==> src/rtl/lcd_pkg.sv <==
// Shared types and constants for the character-LCD sequencer and its byte sender.
package lcd_pkg;

   typedef enum logic [2:0] {
      PWR_WAIT,
      INIT_SEND,
      CLR_WAIT,
      IDLE,
      ROW_ADDR,
      ROW_CHARS
   } lcd_state_t;

   typedef enum logic [1:0] {
      SND_IDLE,
      SND_REQ,
      SND_RELEASE
   } snd_state_t;

   // HD44780 4-bit power-up sequence, sent in this order as commands
   localparam logic [7:0] LCD_INIT_0 = 8'h33;
   localparam logic [7:0] LCD_INIT_1 = 8'h32;
   localparam logic [7:0] LCD_INIT_2 = 8'h28;
   localparam logic [7:0] LCD_INIT_3 = 8'h0C;
   localparam logic [7:0] LCD_INIT_4 = 8'h06;
   localparam logic [7:0] LCD_INIT_5 = 8'h01;
   localparam logic [2:0] LCD_INIT_LAST = 3'd5;

   localparam logic [7:0] LCD_CMD_ROW1  = 8'h80;
   localparam logic [7:0] LCD_CMD_ROW2  = 8'hC0;
   localparam logic [7:0] LCD_CMD_CLEAR = 8'h01;

   // Two address commands plus 2 x 16 characters per redraw
   localparam int LCD_REDRAW_BYTES = 34;

   function automatic logic [7:0] lcd_init_byte(input logic [2:0] idx);
      logic [7:0] b;
      case (idx)
         3'd0:    b = LCD_INIT_0;
         3'd1:    b = LCD_INIT_1;
         3'd2:    b = LCD_INIT_2;
         3'd3:    b = LCD_INIT_3;
         3'd4:    b = LCD_INIT_4;
         default: b = LCD_INIT_5;
      endcase
      return b;
   endfunction

endpackage

==> src/rtl/lcd_byte_sender.sv <==
// One-byte ena/done handshake towards the LCD writer. Accepts a byte on start
// when ready, holds it with ena high until done is seen, then waits for done to
// fall before accepting the next byte (works with pulse or level done).
module lcd_byte_sender
   import lcd_pkg::*;
(
   input  logic       clk_1MHz,
   input  logic       rst_n,
   input  logic       start,
   input  logic [7:0] tx_byte,
   input  logic       tx_rs,
   input  logic       done,
   output logic       ready,
   output logic       ack,
   output logic [7:0] data,
   output logic       cmd_data,
   output logic       ena
);

   snd_state_t state, state_nxt;
   logic [7:0] data_nxt;
   logic       rs_nxt;
   logic       ena_nxt;

   // A new byte may be loaded when idle, or when releasing and done has already fallen
   assign ready = (state == SND_IDLE) || ((state == SND_RELEASE) && !done);
   assign ack   = (state == SND_REQ) && done;

   // Handshake state and the byte presented to the writer
   always_ff @(posedge clk_1MHz or negedge rst_n) begin
      if (!rst_n) begin
         state    <= SND_IDLE;
         data     <= 8'h00;
         cmd_data <= 1'b0;
         ena      <= 1'b0;
      end else begin
         state    <= state_nxt;
         data     <= data_nxt;
         cmd_data <= rs_nxt;
         ena      <= ena_nxt;
      end
   end

   // Next-state: load on start, drop ena on done, re-arm once done is low
   always_comb begin
      state_nxt = state;
      data_nxt  = data;
      rs_nxt    = cmd_data;
      ena_nxt   = ena;
      case (state)
         SND_IDLE: begin
            if (start) begin
               data_nxt  = tx_byte;
               rs_nxt    = tx_rs;
               ena_nxt   = 1'b1;
               state_nxt = SND_REQ;
            end
         end
         SND_REQ: begin
            if (done) begin
               ena_nxt   = 1'b0;
               state_nxt = SND_RELEASE;
            end
         end
         SND_RELEASE: begin
            if (!done) begin
               if (start) begin
                  data_nxt  = tx_byte;
                  rs_nxt    = tx_rs;
                  ena_nxt   = 1'b1;
                  state_nxt = SND_REQ;
               end else begin
                  state_nxt = SND_IDLE;
               end
            end
         end
         default: begin
            ena_nxt   = 1'b0;
            state_nxt = SND_IDLE;
         end
      endcase
   end

endmodule

==> src/rtl/lcd_display_ctrl.sv <==
// Sequencer for a 2x16 HD44780 LCD behind a PCF8574 backpack: power-up wait,
// 4-bit init commands, clear delay, then full-screen redraws from a snapshot
// of the two row buses on every refresh request.
module lcd_display_ctrl
   import lcd_pkg::*;
#(
   parameter logic [6:0] I2C_ADDR       = 7'h27,
   parameter int         POWERUP_CYCLES = 50000,
   parameter int         CLEAR_CYCLES   = 2000
) (
   input  logic         clk_1MHz,
   input  logic         rst_n,
   input  logic [127:0] row1,
   input  logic [127:0] row2,
   input  logic         refresh,
   input  logic         done,
   output logic [7:0]   data,
   output logic         cmd_data,
   output logic         ena,
   output logic [6:0]   i2c_addr,
   output logic         busy,
   output logic         init_done
);

   localparam int CNT_MAX = (POWERUP_CYCLES > CLEAR_CYCLES) ? POWERUP_CYCLES : CLEAR_CYCLES;
   localparam int CNT_W   = $clog2(CNT_MAX + 1);
   localparam logic [CNT_W-1:0] PWR_LAST  = CNT_W'(POWERUP_CYCLES - 1);
   localparam logic [CNT_W-1:0] CLR_LAST  = CNT_W'(CLEAR_CYCLES - 1);
   localparam logic [5:0]       SENT_LAST = 6'(LCD_REDRAW_BYTES - 1);

   lcd_state_t       state, state_nxt;
   logic [CNT_W-1:0] cnt, cnt_nxt;
   logic [2:0]       init_idx, init_idx_nxt;
   logic [3:0]       char_idx, char_idx_nxt;
   logic             row_sel, row_sel_nxt;
   logic [5:0]       sent_cnt, sent_cnt_nxt;
   logic             pending, pending_nxt;
   logic             init_done_nxt;
   logic             snap_load;
   logic             begin_redraw;
   logic [255:0]     snap;

   logic             snd_start;
   logic [7:0]       snd_byte;
   logic             snd_rs;
   logic             snd_ready;
   logic             snd_ack;

   logic [127:0]     row_bits;
   logic [6:0]       char_lsb;
   logic [7:0]       cur_char;

   assign i2c_addr = I2C_ADDR;
   assign busy     = (state != IDLE);

   // Column 0 sits in the top byte of each row, so index from the MSB end
   assign row_bits = row_sel ? snap[127:0] : snap[255:128];
   assign char_lsb = {4'd15 - char_idx, 3'b000};
   assign cur_char = row_bits[char_lsb +: 8];

   lcd_byte_sender u_sender (
      .clk_1MHz (clk_1MHz),
      .rst_n    (rst_n),
      .start    (snd_start),
      .tx_byte  (snd_byte),
      .tx_rs    (snd_rs),
      .done     (done),
      .ready    (snd_ready),
      .ack      (snd_ack),
      .data     (data),
      .cmd_data (cmd_data),
      .ena      (ena)
   );

   // Sequencer state, delay counter, byte indices and the refresh-pending flag
   always_ff @(posedge clk_1MHz or negedge rst_n) begin
      if (!rst_n) begin
         state     <= PWR_WAIT;
         cnt       <= '0;
         init_idx  <= 3'd0;
         char_idx  <= 4'd0;
         row_sel   <= 1'b0;
         sent_cnt  <= 6'd0;
         pending   <= 1'b0;
         init_done <= 1'b0;
      end else begin
         state     <= state_nxt;
         cnt       <= cnt_nxt;
         init_idx  <= init_idx_nxt;
         char_idx  <= char_idx_nxt;
         row_sel   <= row_sel_nxt;
         sent_cnt  <= sent_cnt_nxt;
         pending   <= pending_nxt;
         init_done <= init_done_nxt;
      end
   end

   // Text snapshot taken when a redraw starts so mid-redraw edits cannot tear the screen
   always_ff @(posedge clk_1MHz or negedge rst_n) begin
      if (!rst_n) begin
         snap <= '0;
      end else if (snap_load) begin
         snap <= {row1, row2};
      end
   end

   // Next-state and byte selection; a redraw start issues the row-1 address immediately
   always_comb begin
      state_nxt     = state;
      cnt_nxt       = cnt;
      init_idx_nxt  = init_idx;
      char_idx_nxt  = char_idx;
      row_sel_nxt   = row_sel;
      sent_cnt_nxt  = sent_cnt;
      pending_nxt   = pending | refresh;
      init_done_nxt = init_done;
      snap_load     = 1'b0;
      begin_redraw  = 1'b0;
      snd_start     = 1'b0;
      snd_byte      = 8'h00;
      snd_rs        = 1'b0;

      case (state)
         PWR_WAIT: begin
            if (cnt == PWR_LAST) begin
               cnt_nxt      = '0;
               init_idx_nxt = 3'd0;
               state_nxt    = INIT_SEND;
            end else begin
               cnt_nxt = cnt + CNT_W'(1);
            end
         end
         INIT_SEND: begin
            snd_byte  = lcd_init_byte(init_idx);
            snd_start = snd_ready;
            if (snd_ack) begin
               if (init_idx == LCD_INIT_LAST) begin
                  cnt_nxt   = '0;
                  state_nxt = CLR_WAIT;
               end else begin
                  init_idx_nxt = init_idx + 3'd1;
               end
            end
         end
         CLR_WAIT: begin
            if (cnt != CLR_LAST) begin
               cnt_nxt = cnt + CNT_W'(1);
            end else if (snd_ready) begin
               init_done_nxt = 1'b1;
               begin_redraw  = 1'b1;
            end
         end
         IDLE: begin
            if ((refresh || pending) && snd_ready) begin
               begin_redraw = 1'b1;
            end
         end
         ROW_ADDR: begin
            snd_byte  = row_sel ? LCD_CMD_ROW2 : LCD_CMD_ROW1;
            snd_start = snd_ready;
            if (snd_ack) begin
               sent_cnt_nxt = sent_cnt + 6'd1;
               state_nxt    = ROW_CHARS;
            end
         end
         ROW_CHARS: begin
            snd_byte  = cur_char;
            snd_rs    = 1'b1;
            snd_start = snd_ready;
            if (snd_ack) begin
               sent_cnt_nxt = sent_cnt + 6'd1;
               char_idx_nxt = char_idx + 4'd1;
               if (sent_cnt == SENT_LAST) begin
                  state_nxt = IDLE;
               end else if (char_idx == 4'd15) begin
                  row_sel_nxt = 1'b1;
                  state_nxt   = ROW_ADDR;
               end
            end
         end
         default: begin
            cnt_nxt   = '0;
            state_nxt = PWR_WAIT;
         end
      endcase

      if (begin_redraw) begin
         snap_load    = 1'b1;
         pending_nxt  = 1'b0;
         row_sel_nxt  = 1'b0;
         char_idx_nxt = 4'd0;
         sent_cnt_nxt = 6'd0;
         snd_start    = 1'b1;
         snd_byte     = LCD_CMD_ROW1;
         snd_rs       = 1'b0;
         state_nxt    = ROW_ADDR;
      end
   end

endmodule

==> config.mk <==
export PLATFORM = sky130hd
export DESIGN_NAME = lcd_display_ctrl
export DESIGN_NICKNAME = d
export VERILOG_FILES = /design/src/rtl/lcd_pkg.sv /design/src/rtl/lcd_byte_sender.sv /design/src/rtl/lcd_display_ctrl.sv
export SDC_FILE = /design/constraint.sdc
export NUM_CORES = 1
export LEC_CHECK = 0
export BUFFER_PORTS_ARGS = -buffer_cell sky130_fd_sc_hd__buf_2
export CAP_MARGIN = 20
export CORE_UTILIZATION = 50
export DETAILED_ROUTE_END_ITERATION = 8
export GPL_TIMING_DRIVEN = 0
export HOLD_SLACK_MARGIN = 0.1
export MAX_ROUTING_LAYER = met4
export PLACE_DENSITY = 0.8
export SLEW_MARGIN = 30
export SYNTH_ARGS = -nofsm -noshare
export SYNTH_HDL_FRONTEND = slang
export SYNTH_SLANG_ARGS = --single-unit
==> constraint.sdc <==
create_clock -name clk_1MHz -period 3.2 [get_ports clk_1MHz]
set_input_delay 0 -clock clk_1MHz [delete_from_list [all_inputs] [get_ports clk_1MHz]]
set_output_delay 0 -clock clk_1MHz [all_outputs]
set_load 0.1 [all_outputs]
==> results of run 1 <==
cell type report:
class,instances,area [um2]
Fill cell,1670,7930
Sequential cell,303,7580
Multi-Input combinational cell,611,6220
Timing Repair Buffer,535,4080
Clock buffer,49,968
Buffer,72,562
Tap cell,378,473
Clock inverter,12,141
Inverter,9,33.8
Antenna cell,8,20.0
through the flow:
step	instances	setup slack, ns	hold slack, ns	setup TNS (ns)	area [um2]
6_report	1977	-0.0128	0.219	-0.0167	20100
5_1_grt	1977	-0.0206	0.216	-0.0206	20100
4_1_cts	1969	0.0227	0.214	0	20100
3_5_place_dp	1648	-0.395	-0.0489	-1.72	16300
3_3_place_gp	1645	-3.54	0.216	-1060.39	16200
2_1_floorplan	996	0.765	-0.296	0	14400
power by group:
| part | internal [mW] | leakage, nW | total, mW | switching [mW] |
|---|---|---|---|---|
| Combinational | 0.343 | 5.18 | 0.595 | 0.252 |
| Sequential | 3.83 | 4.21 | 3.83 | 0.000371 |
| Clock | 2.30 | 0.544 | 4.03 | 1.73 |
| Total | 6.48 | 9.93 | 8.46 | 1.99 |
layer usage:
layer,vias to the layer above,wire (um)
li1,4856,-
met2,713,24800
met1,5957,17400
met5,-,0
met4,0,3300
met3,253,4110
Yosys cell counts, types with 16 or more instances:
| cell | n |
|---|---|
| mux2i_1 | 22 |
| a21oi_1 | 23 |
| nor2_1 | 37 |
| buf_2 | 16 |
| mux2_1 | 207 |
| mux2_2 | 55 |
| dfrtp_1 | 303 |
| mux4_2 | 62 |
| nand2_1 | 26 |
| clkbuf_1 | 18 |
cell families after synthesis:
kind of cell	share of synthesized area [%]
simple gates	5.42
mux	31.8
flops	52.7
buf+inv	4.08
compound gates	4.60
other cells	0.0522
fa+ha+maj	0.783
xor+xnor	0.548
state kept, by name, indices dropped and copies added (netlist names), 2 cells and up:
signal	count
state	3
init_idx	3
char_idx	4
sent_cnt	6
snap	256
u_sender.data	8
cnt	16
u_sender.state	2
path summary, 6_finish.rpt:
check / startpoint / to
worst max-delay path: char_idx[1] / u_sender.data[7]
worst min-delay path: row2[42] / snap[42]
worst max register to register: char_idx[1] / u_sender.data[7]
worst min register to register: init_done / init_done
max in group asynchronous: rst_n / snap[85]
min in group asynchronous: rst_n / snap[13]
worst max-delay path: stages, from the launching register on:
cell and delay [ns]:
dfrtp_1 0.37, clkbuf_1 0.46, buf_2 0.45, buf_1 0.76
mux2i_1 0.35, nor2_1 0.06, a2111oi_0 0.51, a211oi_1 0.10
repair_timing:
action,in CTS,in global routing
endpoints found under the hold margin,476,0
setup endpoints to repair,8,4
gates resized for setup,3,5
hold buffers,261,0
==> results.yml, run 1 <==
setup_path:
  crit_type: "flop to flop"
  rrSetupSlack_ns: -0.01
  cp_max_fo: 10
  start_kind: "flop"
  critPathArrivalTime_ns: 3.59
  crit_path_end_kind: "flop"
  cp.required_ns: 3.57
  rr_worst_depth: 7
finish:
  layout_commonest_cell: "dfrtp_1"
  drive_above_1_share_pct: 31.5
  final_nets: 1836
  fin_util_pct: 71.7
  synthToLayoutAreaGrowth_pct: 39.7
  final_cell_mix: "dfrtp_1 (303), buf_2 (285), dlygate4sd3_1 (260), mux2_1 (207), mux4_2 (62)"
cts:
  postCtsSetupBuffers: 0
  htreeDepth: 2
  cts_tree: "yes"
  clkLatencyLatePin_ns: 0.54
  path_clk_slew_ns: 0.06
  cts_made_buffers: 35
  cts_sinks: 303
  cts_root_buf: "clkbuf_16"
  clk_path_buf_depth: 3
grt:
  grt_usage_pct: 35.5
  met2_usage_pct: 57.8
  antenna_found_initial: 8
  grt_pass1_wl_mm: 74.4
  grt.busiest_layer: "met2"
  overflow: 0
  grtUsageMet3_pct: 8.26
  grtUsageMet1_pct: 39.3
  grt_start_max_net_pins: 90
  grt_pass1_vias: 12800
synthesis:
  yosysWarnings: 0
  ys_seq_elements: 303
  synth-seq-area-share_pct: 52.7
  synth_top_area_cell: "dfrtp_1"
  synthTopCellsByArea: "dfrtp_1 (53%), mux2_1 (16%), mux4_2 (9.7%)"
  syn_area_per_cell_um2: 14.5
  synth_ff_type: "dfrtp_1"
  syn_inst: 991
  synth_edf_count: 0
  async_reset_ff_share_pct: 100
  yosysTopAreaCellShare_pct: 52.7
  yosysUniqueCellTypes: 63
  synth_area_um2: 14400
drt:
  via_count: 11800
  first_pass_iters: 6
  ant_nets: 0
  wl_per_cell_um: 25.1
  drt_iter0_markers: 997
  wl_mm: 49.6
  drt-vias-per-instance: 5.96
  post-route-drc-count: 0
timing:
  maxSlewHeadroom_pct: 36.8
  tightestPinTransition_ns: 0.949
  finalHoldViolCount: 0
  finalMaxSlewViolations: 0
  setup-violations-final: 2
  period_share_pct: 100
  clock.fmax_ghz: 0.311
  fin_skew_ns: 0.0264
  layout_min_cycle_time_ns: 3.21
  layout_setup_ws_ns: -0.0128
pwr:
  ir_worst_vdd_uv: 437
  p_leak_nw: 9.93
  p_total_mw: 8.46
  p_per_area_nw_per_um2: 421
floorplan:
  boundaryPins: 279
  core_um2: 28000
  die_h_um: 172
  num_rows: 61
  start_util_pct: 51.3
  dieWidth_um: 172
  dieArea_um2: 29400
min_path:
  min-delay-path-class: "input pin to flop"
  hold_depth: 3
placement:
  portBuffers: 271
  place_congestion: 0.907
  hpwlAfterDp_mm: 29.0
outcome:
  violations: "negative setup slack"
  status: "finished, violations left"
job:
  drv_cap: 0
No activity file was read; power rests on OpenSTA's default activity.
==> inputs of run 2 (changes only) <==
Clock period 3.2 ns to 4.2 ns, I/O delays scaled along.
==> results.yml, run 2 (same netlist as run 1, synthesis figures left out) <==
timing:
  rsz0062_at_grt: "no"
  whs_ns: 0.220
  layout_setup_ws_ns: 0.355
  maxSlewHeadroom_pct: 25.6
  fin_skew_ns: 0.0219
  clock.fmax_ghz: 0.260
  finalHoldViolCount: 0
  tns_ns: 0
  tightestPinTransition_ns: 1.12
  finalMaxSlewViolations: 0
  setup-violations-final: 0
  layout_min_cycle_time_ns: 3.85
  period_share_pct: 91.6
cts:
  cts_tree: "yes"
  path_clk_slew_ns: 0.06
  cts_made_buffers: 35
  clkLatencyLatePin_ns: 0.54
  cts_root_buf: "clkbuf_16"
  postCtsSetupBuffers: 0
  cts_sinks: 303
  holdBufCountCts: 261
  clk_path_buf_depth: 3
  cts_resized: 0
  htreeDepth: 2
finish:
  final_cells: 1977
  fin_util_pct: 71.7
  largest_reg_flops: 256
  synthToLayoutAreaGrowth_pct: 39.6
  final_cell_mix: "dfrtp_1 (303), buf_2 (286), dlygate4sd3_1 (260), mux2_1 (207), mux4_2 (62)"
  drive_above_1_share_pct: 31.2
  reg.largest.list: "snap x256, cnt x16, u_sender.data x8"
  fill_cells: 1678
  layout_commonest_cell: "dfrtp_1"
  final_nets: 1837
  largest_register: "snap"
  final_design_area_no_fill_um2: 20100
grt:
  antenna_found_initial: 7
  grt_usage_pct: 35.6
  grt_start_max_net_pins: 90
  grt_pass1_vias: 12800
  overflow: 0
  grt_pass1_wl_mm: 74.5
drt:
  post-route-drc-count: 0
  wl_per_cell_um: 24.9
  first_pass_iters: 5
  wl_mm: 49.2
  ant_nets: 0
  drt_iter0_markers: 932
  via_count: 11800
  drt-vias-per-instance: 5.95
placement:
  placed_cell_area_um2: 16300
  hpwlAfterDp_mm: 29.0
  portBuffers: 271
  dp_slack_ns: 0.605
  dp.cells: 1648
  place_congestion: 0.907
setup_path:
  cp.required_ns: 4.61
  crit_path_end_kind: "flop"
  rr_worst_depth: 7
  r2r-end: "u_sender.data[0]"
  cp_cell_sequence: "clkbuf_1, clkbuf_1, buf_1, mux4_2, a22oi_1, a21oi_1, a221o_1"
  slowest_stage: "buf_1"
  startpoint: "char_idx[1]"
  crit_type: "flop to flop"
  cpLargestDelayFamily: "buffers and inverters"
  critPathArrivalTime_ns: 4.25
  start_kind: "flop"
  rrSetupSlack_ns: 0.35
  crit_path_frequent_cell: "clkbuf_1"
  cpPeakStageDelay_ns: 0.80
  rr_startpoint: "char_idx[1]"
  worst-path-stages: 7
  cp_max_fo: 10
  path_buf_inv: 3
min_path:
  min-delay-path-class: "input pin to flop"
  hold_path.startpoint: "row2[42]"
  hold_depth: 3
  hold_path_end: "snap[42]"
floorplan:
  dieWidth_um: 172
  start_util_pct: 51.3
  boundaryPins: 279
  num_rows: 61
  dieArea_um2: 29400
  core_um2: 28000
  die_h_um: 172
outcome:
  status: "complete, no violations"
pwr:
  p_total_mw: 6.43
  p_per_area_nw_per_um2: 321
  p_leak_nw: 9.92
  ir_worst_vdd_uv: 330
job:
  drv_cap: 0
## run 2: cell types whose count changed in the layout (fill, tap and decap cells not counted), sizes merged
cell,previous run,this run
buf,326,330
clkbuf,70,67
diode,8,7
## run 2: worst max-delay path by stage
stage,end,slack (ns)
3_3_place_gp,snap[85],-2.54
3_5_place_dp,u_sender.data[5],0.61
5_1_grt,u_sender.data[0],0.44
4_1_cts,u_sender.data[0],0.61
6_report,u_sender.data[0],0.35
2_1_floorplan,snap[0],1.76
## run 2: cell type report
class,instances,area (um2),area share (%)
sequential,303,7580,37.8
multi-input combinational,611,6220,31.0
timing repair buffer,535,4080,20.3
clock buffer,49,968,4.82
buffer,73,553,2.76
tap,378,473,2.36
clock inverter,12,141,0.704
inverter,9,33.8,0.168
antenna,7,17.5,0.0873
## run 2: worst min-delay path: cells and delay by family
family	cells	cell delay, ns
buf+inv	2	0.61
mux	1	0.11
## run 2: power breakdown
group | internal, mW | switching [mW]
clock | 1.75 | 1.31
combinational | 0.261 | 0.192
sequential | 2.92 | 0.000282
total | 4.93 | 1.50
## run 2: per-layer routing
metal  wire, um  vias up  global-route usage (%)  part of all wire [%]
li1           -     4863                       -                     -
met1      17200     5925                    39.5                    35
met2      24600      741                    57.6                    50
met3       3990      242                    8.19                   8.1
met4       3390        0                    23.6                   6.9
met5          0        -                       -                     0
